==> config.mk <==
export PLATFORM = sky130hd
export DESIGN_NAME = alu_cmd_seq
export DESIGN_NICKNAME = d
export VERILOG_FILES = /design/src/rtl/alu_cmd_seq.sv
export SDC_FILE = /design/constraint.sdc
export NUM_CORES = 1
export LEC_CHECK = 0
export ABC_CLOCK_PERIOD_IN_PS = 4030
export CAP_MARGIN = 20
export CORE_MARGIN = 3
export CORE_UTILIZATION = 51
export DETAILED_ROUTE_END_ITERATION = 16
export GPL_ROUTABILITY_DRIVEN = 0
export PLACE_DENSITY_LB_ADDON = 0.3
export SKIP_LAST_GASP = 1
export SLEW_MARGIN = 10
export SYNTH_ARGS = -nofsm -noshare
export SYNTH_HDL_FRONTEND = slang
export SYNTH_SLANG_ARGS = --single-unit
==> constraint.sdc <==
create_clock -name clk -period 4.03 [get_ports clk]
set_input_delay 0.806 -clock clk [delete_from_list [all_inputs] [get_ports clk]]
set_output_delay 0.806 -clock clk [all_outputs]
set_load 0.02 [all_outputs]
==> src/rtl/alu_cmd_seq.sv <==
// Byte-stream command sequencer: collects opSel/opA/opB, drives an external ALU, returns its result.
// Optional macro ALU_CMD_SEQ_ILLEGAL_OP_EN rejects opSel bytes above 0x06 with an err pulse.
module alu_cmd_seq #(
    parameter int TIMEOUT_CYC = 1000
) (
    input  logic       clk,
    input  logic       rst,
    input  logic [7:0] in_data,
    input  logic       in_valid,
    output logic       in_ready,
    output logic [7:0] alu_opSel,
    output logic [7:0] alu_opA,
    output logic [7:0] alu_opB,
    input  logic [7:0] alu_out,
    output logic [7:0] res_data,
    output logic       res_valid,
    input  logic       res_ready,
    output logic       err,
    output logic       busy
);

    typedef enum logic [2:0] {
        IDLE,
        GET_A,
        GET_B,
        EXEC,
        SEND
    } state_e;

    localparam int CNT_W = (TIMEOUT_CYC > 1) ? $clog2(TIMEOUT_CYC + 1) : 1;
    localparam logic [CNT_W-1:0] TO_LAST = CNT_W'((TIMEOUT_CYC > 0) ? TIMEOUT_CYC - 1 : 0);

    state_e           state_q, state_d;
    logic [7:0]       op_sel_q, op_sel_d;
    logic [7:0]       op_a_q, op_a_d;
    logic [7:0]       op_b_q, op_b_d;
    logic [7:0]       res_q, res_d;
    logic             err_q, err_d;
    logic [CNT_W-1:0] cnt_q, cnt_d;

    logic accept;
    logic timeout_hit;
    logic illegal_op;

    assign accept      = in_valid && in_ready;
    assign timeout_hit = (TIMEOUT_CYC != 0) && (cnt_q == TO_LAST);

`ifdef ALU_CMD_SEQ_ILLEGAL_OP_EN
    assign illegal_op = (in_data > 8'h06);
`else
    assign illegal_op = 1'b0;
`endif

    // NOTE: sequential state uses non-blocking assignments so every register samples pre-edge values.
    always_ff @(posedge clk or posedge rst) begin
        if (rst) begin
            state_q <= IDLE;
        end else begin
            state_q <= state_d;
        end
    end

    always_ff @(posedge clk or posedge rst) begin
        if (rst) begin
            op_sel_q <= 8'h00;
            op_a_q   <= 8'h00;
            op_b_q   <= 8'h00;
            res_q    <= 8'h00;
            err_q    <= 1'b0;
            cnt_q    <= '0;
        end else begin
            op_sel_q <= op_sel_d;
            op_a_q   <= op_a_d;
            op_b_q   <= op_b_d;
            res_q    <= res_d;
            err_q    <= err_d;
            cnt_q    <= cnt_d;
        end
    end

    // NOTE: every signal gets a default before the case so no path leaves it unassigned (no latches).
    always_comb begin
        state_d  = state_q;
        op_sel_d = op_sel_q;
        op_a_d   = op_a_q;
        op_b_d   = op_b_q;
        res_d    = res_q;
        err_d    = 1'b0;
        cnt_d    = cnt_q;

        case (state_q)
            IDLE: begin
                cnt_d = '0;
                if (accept) begin
                    if (illegal_op) begin
                        err_d = 1'b1;
                    end else begin
                        op_sel_d = in_data;
                        state_d  = GET_A;
                    end
                end
            end
            GET_A, GET_B: begin
                // An accepted byte wins over a timeout landing on the same cycle.
                if (accept) begin
                    cnt_d = '0;
                    if (state_q == GET_A) begin
                        op_a_d  = in_data;
                        state_d = GET_B;
                    end else begin
                        op_b_d  = in_data;
                        state_d = EXEC;
                    end
                end else if (timeout_hit) begin
                    cnt_d   = '0;
                    err_d   = 1'b1;
                    state_d = IDLE;
                end else if (TIMEOUT_CYC != 0) begin
                    cnt_d = cnt_q + 1'b1;
                end
            end
            EXEC: begin
                res_d   = alu_out;
                state_d = SEND;
            end
            SEND: begin
                if (res_ready) begin
                    state_d = IDLE;
                end
            end
            default: begin
                state_d = IDLE;
            end
        endcase
    end

    always_comb begin
        in_ready  = !rst && ((state_q == IDLE) || (state_q == GET_A) || (state_q == GET_B));
        busy      = (state_q != IDLE);
        res_valid = (state_q == SEND);
    end

    assign alu_opSel = op_sel_q;
    assign alu_opA   = op_a_q;
    assign alu_opB   = op_b_q;
    assign res_data  = res_q;
    assign err       = err_q;

endmodule

==> flow_summary.html, run 1 <==
<table>
<tr><th>Metric</th><th>Value</th></tr>
<tr><th colspan="2">Run status</th></tr>
<tr><td>Outcome</td><td>completed</td></tr>
<tr><th colspan="2">Synthesis</th></tr>
<tr><td>Syn. warnings</td><td>0</td></tr>
<tr><td>Synth cell count leaders</td><td>dfrtp_1, mux2_2, nor2_1</td></tr>
<tr><td>Part of the Yosys area used for sequential elements</td><td>57.1%</td></tr>
<tr><td>Number of distinct standard cells referenced by the synthesized netlist</td><td>36</td></tr>
<tr><td>Most area-hungry cell type in the Yosys netlist</td><td>dfrtp_1</td></tr>
<tr><td>Area fraction of the dominant cell type after synthesis</td><td>57.1%</td></tr>
<tr><td>Top area cells in the synthesized netlist</td><td>dfrtp_1, mux2_2, nor2_1</td></tr>
<tr><td>Post-synth ARST share</td><td>100%</td></tr>
<tr><td>Post-synth EDFFs</td><td>0</td></tr>
<tr><td>Most used standard cell by instance count after synthesis</td><td>dfrtp_1</td></tr>
<tr><td>Synth Cell Area</td><td>2020 um^2</td></tr>
<tr><td>Commonest register cell after synthesis</td><td>dfrtp_1</td></tr>
<tr><td>Instance count of the mapped netlist</td><td>158</td></tr>
<tr><td>Mean instance size in the synthesized netlist</td><td>12.8 um^2</td></tr>
<tr><td>Synthesized net count</td><td>179</td></tr>
<tr><td>Number of synthesized register bits</td><td>46</td></tr>
<tr><th colspan="2">Route</th></tr>
<tr><td>Number of vias per cell after detailed routing</td><td>5.42</td></tr>
<tr><td>Routed WL per cell</td><td>16.1 um</td></tr>
<tr><td>Drt pass-1 iters</td><td>4</td></tr>
<tr><td>DRC violation total after the first TritonRoute iteration</td><td>63</td></tr>
<tr><td>DRC</td><td>0</td></tr>
<tr><td>Count of vias placed by the detailed router</td><td>1426</td></tr>
<tr><td>DRT antenna net count</td><td>0</td></tr>
<tr><td>Wirelength, routed</td><td>between 4000 and 5000 um</td></tr>
<tr><th colspan="2">Clock tree</th></tr>
<tr><td>Clk buf depth</td><td>2</td></tr>
<tr><td>Gates resized, CTS repair</td><td>0</td></tr>
<tr><td>Post CTS Setup Buffer Count</td><td>0</td></tr>
<tr><td>CTS H-tree depth</td><td>2</td></tr>
<tr><td>CTS Hold Buffers Added</td><td>0</td></tr>
<tr><td>Sink count of the clock tree</td><td>46</td></tr>
<tr><td>Clock transition at the register clock pins on the worst setup and hold paths after CTS</td><td>~0.080 ns</td></tr>
<tr><td>Clock latency of the later-clocked register in the worst-skew pair</td><td>0.30 ns</td></tr>
<tr><td>Total CTS buffers</td><td>5</td></tr>
<tr><td>Root buffer cell</td><td>clkbuf_8</td></tr>
<tr><td>Clock tree from TritonCTS</td><td>done</td></tr>
<tr><th colspan="2">Global route</th></tr>
<tr><td>Total track usage</td><td>around a fifth</td></tr>
<tr><td>Antenna violations before repair</td><td>0</td></tr>
<tr><td>GR Layer Usage met1</td><td>22.6%</td></tr>
<tr><td>First-pass GRT wire length</td><td>6750 um</td></tr>
<tr><td>Routing usage on met2</td><td>between 30% and 40%</td></tr>
<tr><td>Most congested layer reported by global routing</td><td>met2</td></tr>
<tr><td>Largest net degree at the start of global routing</td><td>26</td></tr>
<tr><td>Global route overflow</td><td>0</td></tr>
<tr><td>Fraction of met3 tracks used by global routing</td><td>10.0%</td></tr>
<tr><td>Via count of the first global-routing pass</td><td>1428</td></tr>
<tr><th colspan="2">Timing</th></tr>
<tr><td>Final hold vios</td><td>0</td></tr>
<tr><td>Minimum clock period</td><td>2.79 ns</td></tr>
<tr><td>Final setup skew</td><td>0.00577 ns</td></tr>
<tr><td>TNS Setup</td><td>0 ns</td></tr>
<tr><td>Final number of setup-violating endpoints</td><td>0</td></tr>
<tr><td>Share of the cycle needed by the critical path after routing</td><td>69.2%</td></tr>
<tr><td>Maximum clock frequency</td><td>359 MHz</td></tr>
<tr><td>Slew at the pin closest to its max-slew limit</td><td>0.902 ns</td></tr>
<tr><td>Number of max-slew violations in the final report</td><td>0</td></tr>
<tr><td>Relative slew slack</td><td>39.5%</td></tr>
<tr><td>Setup repair after global routing missed its margin</td><td>false</td></tr>
<tr><th colspan="2">Worst setup path</th></tr>
<tr><td>Required time of the critical path</td><td>3.22 ns</td></tr>
<tr><td>Critical path capture point type</td><td>output port</td></tr>
<tr><td>CP Max Fanout</td><td>3</td></tr>
<tr><td>CP startpoint kind</td><td>primary input</td></tr>
<tr><td>Endpoint arrival time on the critical path</td><td>1.98 ns</td></tr>
<tr><td>Critical path class</td><td>in2out</td></tr>
<tr><th colspan="2">Layout</th></tr>
<tr><td>Layout area overhead</td><td>33.1%</td></tr>
<tr><td>Post-layout net count</td><td>around 240</td></tr>
<tr><td>Post-route standard cell area excluding fillers</td><td>between 2000 and 3000 um^2</td></tr>
<tr><td>Layout fillers</td><td>about 280</td></tr>
<tr><td>Count of antenna diodes in the layout</td><td>0</td></tr>
<tr><td>Final design utilization</td><td>71.7%</td></tr>
<tr><td>Layout cell share with drive strength beyond 1</td><td>approximately a fifth</td></tr>
<tr><th colspan="2">Floorplan</th></tr>
<tr><td>Placeable core region</td><td>3740 um^2</td></tr>
<tr><td>Total Die Area</td><td>4750 um^2</td></tr>
<tr><td>Height of the die</td><td>between 60 and 70 um</td></tr>
<tr><td>Row count</td><td>22</td></tr>
<tr><td>Initial core utilization</td><td>a little over half</td></tr>
<tr><td>Number of primary I/O pins</td><td>56</td></tr>
<tr><td>Chip Width</td><td>68.9 um</td></tr>
<tr><th colspan="2">Flow run</th></tr>
<tr><td>Total of max-cap violations</td><td>0</td></tr>
<tr><th colspan="2">Placement</th></tr>
<tr><td>Dpl cell area</td><td>roughly 2600 um^2</td></tr>
<tr><td>HPWL after DPL</td><td>3130 um</td></tr>
<tr><td>Number of buffers added on ports</td><td>55</td></tr>
<tr><th colspan="2">Pwr</th></tr>
<tr><td>Pwr dens</td><td>781 nW/um^2</td></tr>
<tr><td>P_leak</td><td>1.12 nW</td></tr>
<tr><td>VDD IR max</td><td>0.000512 V</td></tr>
<tr><th colspan="2">Worst hold path</th></tr>
<tr><td>Hold WC Path Type</td><td>reg2reg</td></tr>
</table>
-- cells by family (layout without fill, tap and decap cells) --
kind of cell | after synthesis | after routing | share of synthesized area (%)
AO/OA/AOI/OAI | 13 | 13 | 4.53
XOR/XNOR | 7 | 7 | 3.04
AND/OR/NAND/NOR | 49 | 49 | 13.3
buffers and inverters | 10 | 67 | 3.60
adder cells (fa/ha/maj) | 1 | 1 | 0.620
flip-flops | 46 | 46 | 57.1
multiplexers | 32 | 32 | 17.9
-- worst max-delay path, stage by stage --
cell	delay, ns
clkdlybuf4s50_1	0.45
nor2_1	0.12
clkdlybuf4s50_1	0.61
-- metrics by stage --
step | instances | hold WS, ns | total power [mW] | worst slack, ns
after floorplan | 158 | 0.503 | 1.33 | 2.08
after global placement | 255 | 0.487 | 1.73 | 1.27
after detailed placement | 255 | 0.492 | 1.77 | 1.22
after CTS | 263 | 0.512 | 2.12 | 1.25
after global routing | 263 | 0.530 | 2.21 | 1.22
final | 263 | 0.507 | 2.10 | 1.24
-- cell type report --
| cell class | instances | area [um^2] | area share, % |
|---|---|---|---|
| flip-flops and latches | 46 | 1150 | 42.9 |
| multi-input cells | 102 | 793 | 29.6 |
| repair buffers | 56 | 558 | 20.8 |
| clock buffers | 6 | 72.6 | 2.70 |
| well taps | 48 | 60.1 | 2.24 |
| clock inverters | 2 | 37.5 | 1.40 |
| inverters | 3 | 11.3 | 0.420 |
-- worst paths after layout --
check	from	endpoint	slack, ns	depth (start not counted)
worst min register to register	alu_opB[0]$_DFFE_PP0P_	alu_opB[0]$_DFFE_PP0P_	0.51	1
worst max-delay path	rst	in_ready	1.24	3
worst max register to register	cnt_q[0]$_DFFE_PP0P_	cnt_q[7]$_DFFE_PP0P_	2.28	5
min in group asynchronous	rst	res_data[4]$_DFFE_PP0P_	0.96	2
worst min-delay path	alu_opB[0]$_DFFE_PP0P_	alu_opB[0]$_DFFE_PP0P_	0.51	1
max in group asynchronous	rst	cnt_q[1]$_DFFE_PP0P_	2.33	3
-- report_power, final --
part	switching (mW)	internal, mW	total, mW
Clock	0.156	0.185	0.341
Sequential	0.133	0.644	0.776
Combinational	0.474	0.503	0.978
Total	0.763	1.33	2.10
-- flip-flops by register name, summed over array words and instances (netlist names) --
name and count:
cnt_q 10, alu_opA 8, alu_opB 8, alu_opSel 8
res_data 8, state_q 3, err 1
-- routing by layer --
metal  wire length, um  vias to the layer above  part of all wire [%]
li1                  -                      662                     -
met1              1640                      718                    39
met2              2270                       41                    53
met3               292                        5                   6.9
met4                45                        0                   1.1
met5                 0                        -                     0
-- layout by cell type (no fill, tap or decap), types with 2 or more instances in the layout --
cell             instances
dfrtp_1                 46
nor4_1                   2
nand3_1                  6
a21oi_1                  3
xnor2_1                  4
nor2_1                  14
o21ai_0                  5
inv_1                    2
nand2_1                 11
xor2_1                   3
nand4_1                  2
nor3_1                   2
clkbuf_8                 5
clkdlybuf4s50_1         55
mux2_2                  32
(Power assumes the default switching activity.)
==> run 2: changes to the inputs <==
Settings changed: ABC_CLOCK_PERIOD_IN_PS 4030 to 2700, CORE_UTILIZATION 51 to 47.
Clock period 4.03 ns to 2.7 ns, I/O delays scaled along.
==> run 2 against run 1 <==
Total power increased by 47%. Register-to-register slack got worse by 1.3 ns. Highest routed layer unchanged. Die area increased by 7.8%. Combinational power increased by 50%. First-iteration DRC count decreased by 16%. Critical path depth unchanged. Non-clock buffer count increased by 2. Largest cell class unchanged. Design area about the same.
==> flow_summary.html, run 2 (synthesis gave the netlist of run 1 again) <==
<table>
<tr><th>Metric</th><th>Value</th></tr>
<tr><th colspan="2">Timing</th></tr>
<tr><td>Final number of setup-violating endpoints</td><td>0</td></tr>
<tr><td>Worst Hold Margin</td><td>0.509 ns</td></tr>
<tr><td>Minimum clock period</td><td>2.41 ns</td></tr>
<tr><td>Final setup skew</td><td>0.0104 ns</td></tr>
<tr><td>Setup repair after global routing missed its margin</td><td>false</td></tr>
<tr><td>Number of max-slew violations in the final report</td><td>0</td></tr>
<tr><td>Maximum clock frequency</td><td>a little over 400 MHz</td></tr>
<tr><td>Slew at the pin closest to its max-slew limit</td><td>between 0.4 and 0.5 ns</td></tr>
<tr><td>TNS Setup</td><td>0 ns</td></tr>
<tr><td>Share of the cycle needed by the critical path after routing</td><td>approximately nine tenths</td></tr>
<tr><td>Relative slew slack</td><td>~70%</td></tr>
<tr><td>Final hold vios</td><td>0</td></tr>
<tr><td>Final worst-path setup slack</td><td>0.286 ns</td></tr>
<tr><th colspan="2">Worst setup path</th></tr>
<tr><td>Required time of the critical path</td><td>2.16 ns</td></tr>
<tr><td>Endpoint arrival time on the critical path</td><td>1.87 ns</td></tr>
<tr><td>CP Max Fanout</td><td>11</td></tr>
<tr><td>Critical path capture point type</td><td>output port</td></tr>
<tr><td>Critical path class</td><td>reg2out</td></tr>
<tr><td>CP startpoint kind</td><td>flip-flop</td></tr>
<tr><th colspan="2">Layout</th></tr>
<tr><td>Count of antenna diodes in the layout</td><td>0</td></tr>
<tr><td>Most used cells in the layout excluding fill and tap cells</td><td>clkdlybuf4s50_1, dfrtp_1, mux2_2, nor2_1, nand2_1</td></tr>
<tr><td>Most common cell after layout, fill and taps aside</td><td>clkdlybuf4s50_1</td></tr>
<tr><td>Layout cell share with drive strength beyond 1</td><td>22.6%</td></tr>
<tr><td>Register with the highest flop count</td><td>cnt_q</td></tr>
<tr><td>Non-filler cells, final</td><td>267</td></tr>
<tr><td>Post-layout net count</td><td>~240</td></tr>
<tr><td>Layout fillers</td><td>approximately 300</td></tr>
<tr><td>Final design utilization</td><td>66.2%</td></tr>
<tr><td>Layout area overhead</td><td>33.2%</td></tr>
<tr><td>Post-route standard cell area excluding fillers</td><td>2690 um^2</td></tr>
<tr><td>Number of flip-flops under the largest register name</td><td>10</td></tr>
<tr><th colspan="2">Clock tree</th></tr>
<tr><td>CTS Hold Buffers Added</td><td>0</td></tr>
<tr><td>Total CTS buffers</td><td>5</td></tr>
<tr><td>Clock tree from TritonCTS</td><td>done</td></tr>
<tr><td>Root buffer cell</td><td>clkbuf_8</td></tr>
<tr><td>Gates resized, CTS repair</td><td>0</td></tr>
<tr><td>CTS H-tree depth</td><td>2</td></tr>
<tr><td>Sink count of the clock tree</td><td>46</td></tr>
<tr><td>Post CTS Setup Buffer Count</td><td>0</td></tr>
<tr><td>Clock transition at the register clock pins on the worst setup and hold paths after CTS</td><td>0.09 ns</td></tr>
<tr><td>Clk buf depth</td><td>2</td></tr>
<tr><td>Clock latency of the later-clocked register in the worst-skew pair</td><td>0.30 ns</td></tr>
<tr><th colspan="2">Route</th></tr>
<tr><td>Routed WL per cell</td><td>16.5 um</td></tr>
<tr><td>Drt pass-1 iters</td><td>4</td></tr>
<tr><td>Count of vias placed by the detailed router</td><td>approximately 1400</td></tr>
<tr><td>DRT antenna net count</td><td>0</td></tr>
<tr><td>DRC violation total after the first TritonRoute iteration</td><td>between 50 and 60</td></tr>
<tr><td>Wirelength, routed</td><td>4400 um</td></tr>
<tr><td>DRC</td><td>0</td></tr>
<tr><td>Number of vias per cell after detailed routing</td><td>5.41</td></tr>
<tr><th colspan="2">Pwr</th></tr>
<tr><td>P_leak</td><td>about 1.1 nW</td></tr>
<tr><td>Pwr dens</td><td>1140 nW/um^2</td></tr>
<tr><td>VDD IR max</td><td>0.000668 V</td></tr>
<tr><td>Overall power</td><td>slightly above 3 mW</td></tr>
<tr><th colspan="2">Floorplan</th></tr>
<tr><td>Placeable core region</td><td>4060 um^2</td></tr>
<tr><td>Chip Width</td><td>71.5 um</td></tr>
<tr><td>Number of primary I/O pins</td><td>56</td></tr>
<tr><td>Initial core utilization</td><td>49.7%</td></tr>
<tr><td>Height of the die</td><td>71.5 um</td></tr>
<tr><td>Total Die Area</td><td>5110 um^2</td></tr>
<tr><td>Row count</td><td>23</td></tr>
<tr><th colspan="2">Global route</th></tr>
<tr><td>Global route overflow</td><td>0</td></tr>
<tr><td>Antenna violations before repair</td><td>0</td></tr>
<tr><td>First-pass GRT wire length</td><td>7670 um</td></tr>
<tr><td>Total track usage</td><td>19.3%</td></tr>
<tr><td>Via count of the first global-routing pass</td><td>1599</td></tr>
<tr><td>Largest net degree at the start of global routing</td><td>24</td></tr>
<tr><th colspan="2">Worst hold path</th></tr>
<tr><td>Hold WC Path Type</td><td>reg2reg</td></tr>
<tr><th colspan="2">Flow run</th></tr>
<tr><td>Total of max-cap violations</td><td>0</td></tr>
<tr><th colspan="2">Run status</th></tr>
<tr><td>Outcome</td><td>completed</td></tr>
<tr><th colspan="2">Placement</th></tr>
<tr><td>Dpl cells</td><td>259</td></tr>
<tr><td>Number of buffers added on ports</td><td>55</td></tr>
<tr><td>Placement Setup Slack</td><td>0.437 ns</td></tr>
<tr><td>HPWL after DPL</td><td>roughly 3300 um</td></tr>
<tr><td>Dpl cell area</td><td>2590 um^2</td></tr>
</table>
run 2: per-layer routing:
layer,GRT usage [%],vias to the layer above,share of wire (%)
met4,7.10,0,1.4
li1,-,669,-
met5,0,-,0
met2,32.8,40,51
met1,23.5,727,42
met3,5.47,8,6.2
run 2: cell type report:
type | instances | area [um^2] | area share [%]
tap | 50 | 62.6 | 2.33
timing repair buffer | 58 | 573 | 21.3
clock inverter | 1 | 8.76 | 0.326
clock buffer | 7 | 86.3 | 3.21
inverter | 3 | 11.3 | 0.419
multi-input combinational | 102 | 793 | 29.5
sequential | 46 | 1150 | 42.9
run 2: worst max-delay path: stages (launching register included):
cell,delay (ns)
dfrtp_1,0.53
a21o_2,0.33
nor2_1,0.11
clkdlybuf4s50_1,0.61
run 2: power by group:
group / switching, mW / total, mW / leakage [nW] / internal [mW]
Clock: 0.230 / 0.442 / 0.0489 / 0.212
Combinational: 0.720 / 1.47 / 0.508 / 0.755
Sequential: 0.197 / 1.16 / 0.575 / 0.960
run 2: path summary, 6_finish.rpt:
check                      cells past startpoint                       to  slack [ns]              startpoint
max                                            3                 in_ready        0.29  state_q[2]$_DFFE_PP0P_
min                                            1   alu_opB[2]$_DFFE_PP0P_        0.51  alu_opB[2]$_DFFE_PP0P_
max reg2reg                                    5     cnt_q[6]$_DFFE_PP0P_        0.93    cnt_q[0]$_DFFE_PP0P_
min reg2reg                                    1   alu_opB[2]$_DFFE_PP0P_        0.51  alu_opB[2]$_DFFE_PP0P_
max in group asynchronous                      3     cnt_q[4]$_DFFE_PP0P_        1.51                     rst
min in group asynchronous                      2  res_data[3]$_DFFE_PP0P_        0.63                     rst
==> run 3: changes to the inputs <==
Settings changed: CTS_CLUSTER_SIZE set to 8.
==> results of run 3 <==
The final DEF is identical to that of run 2; final timing and power are the same.
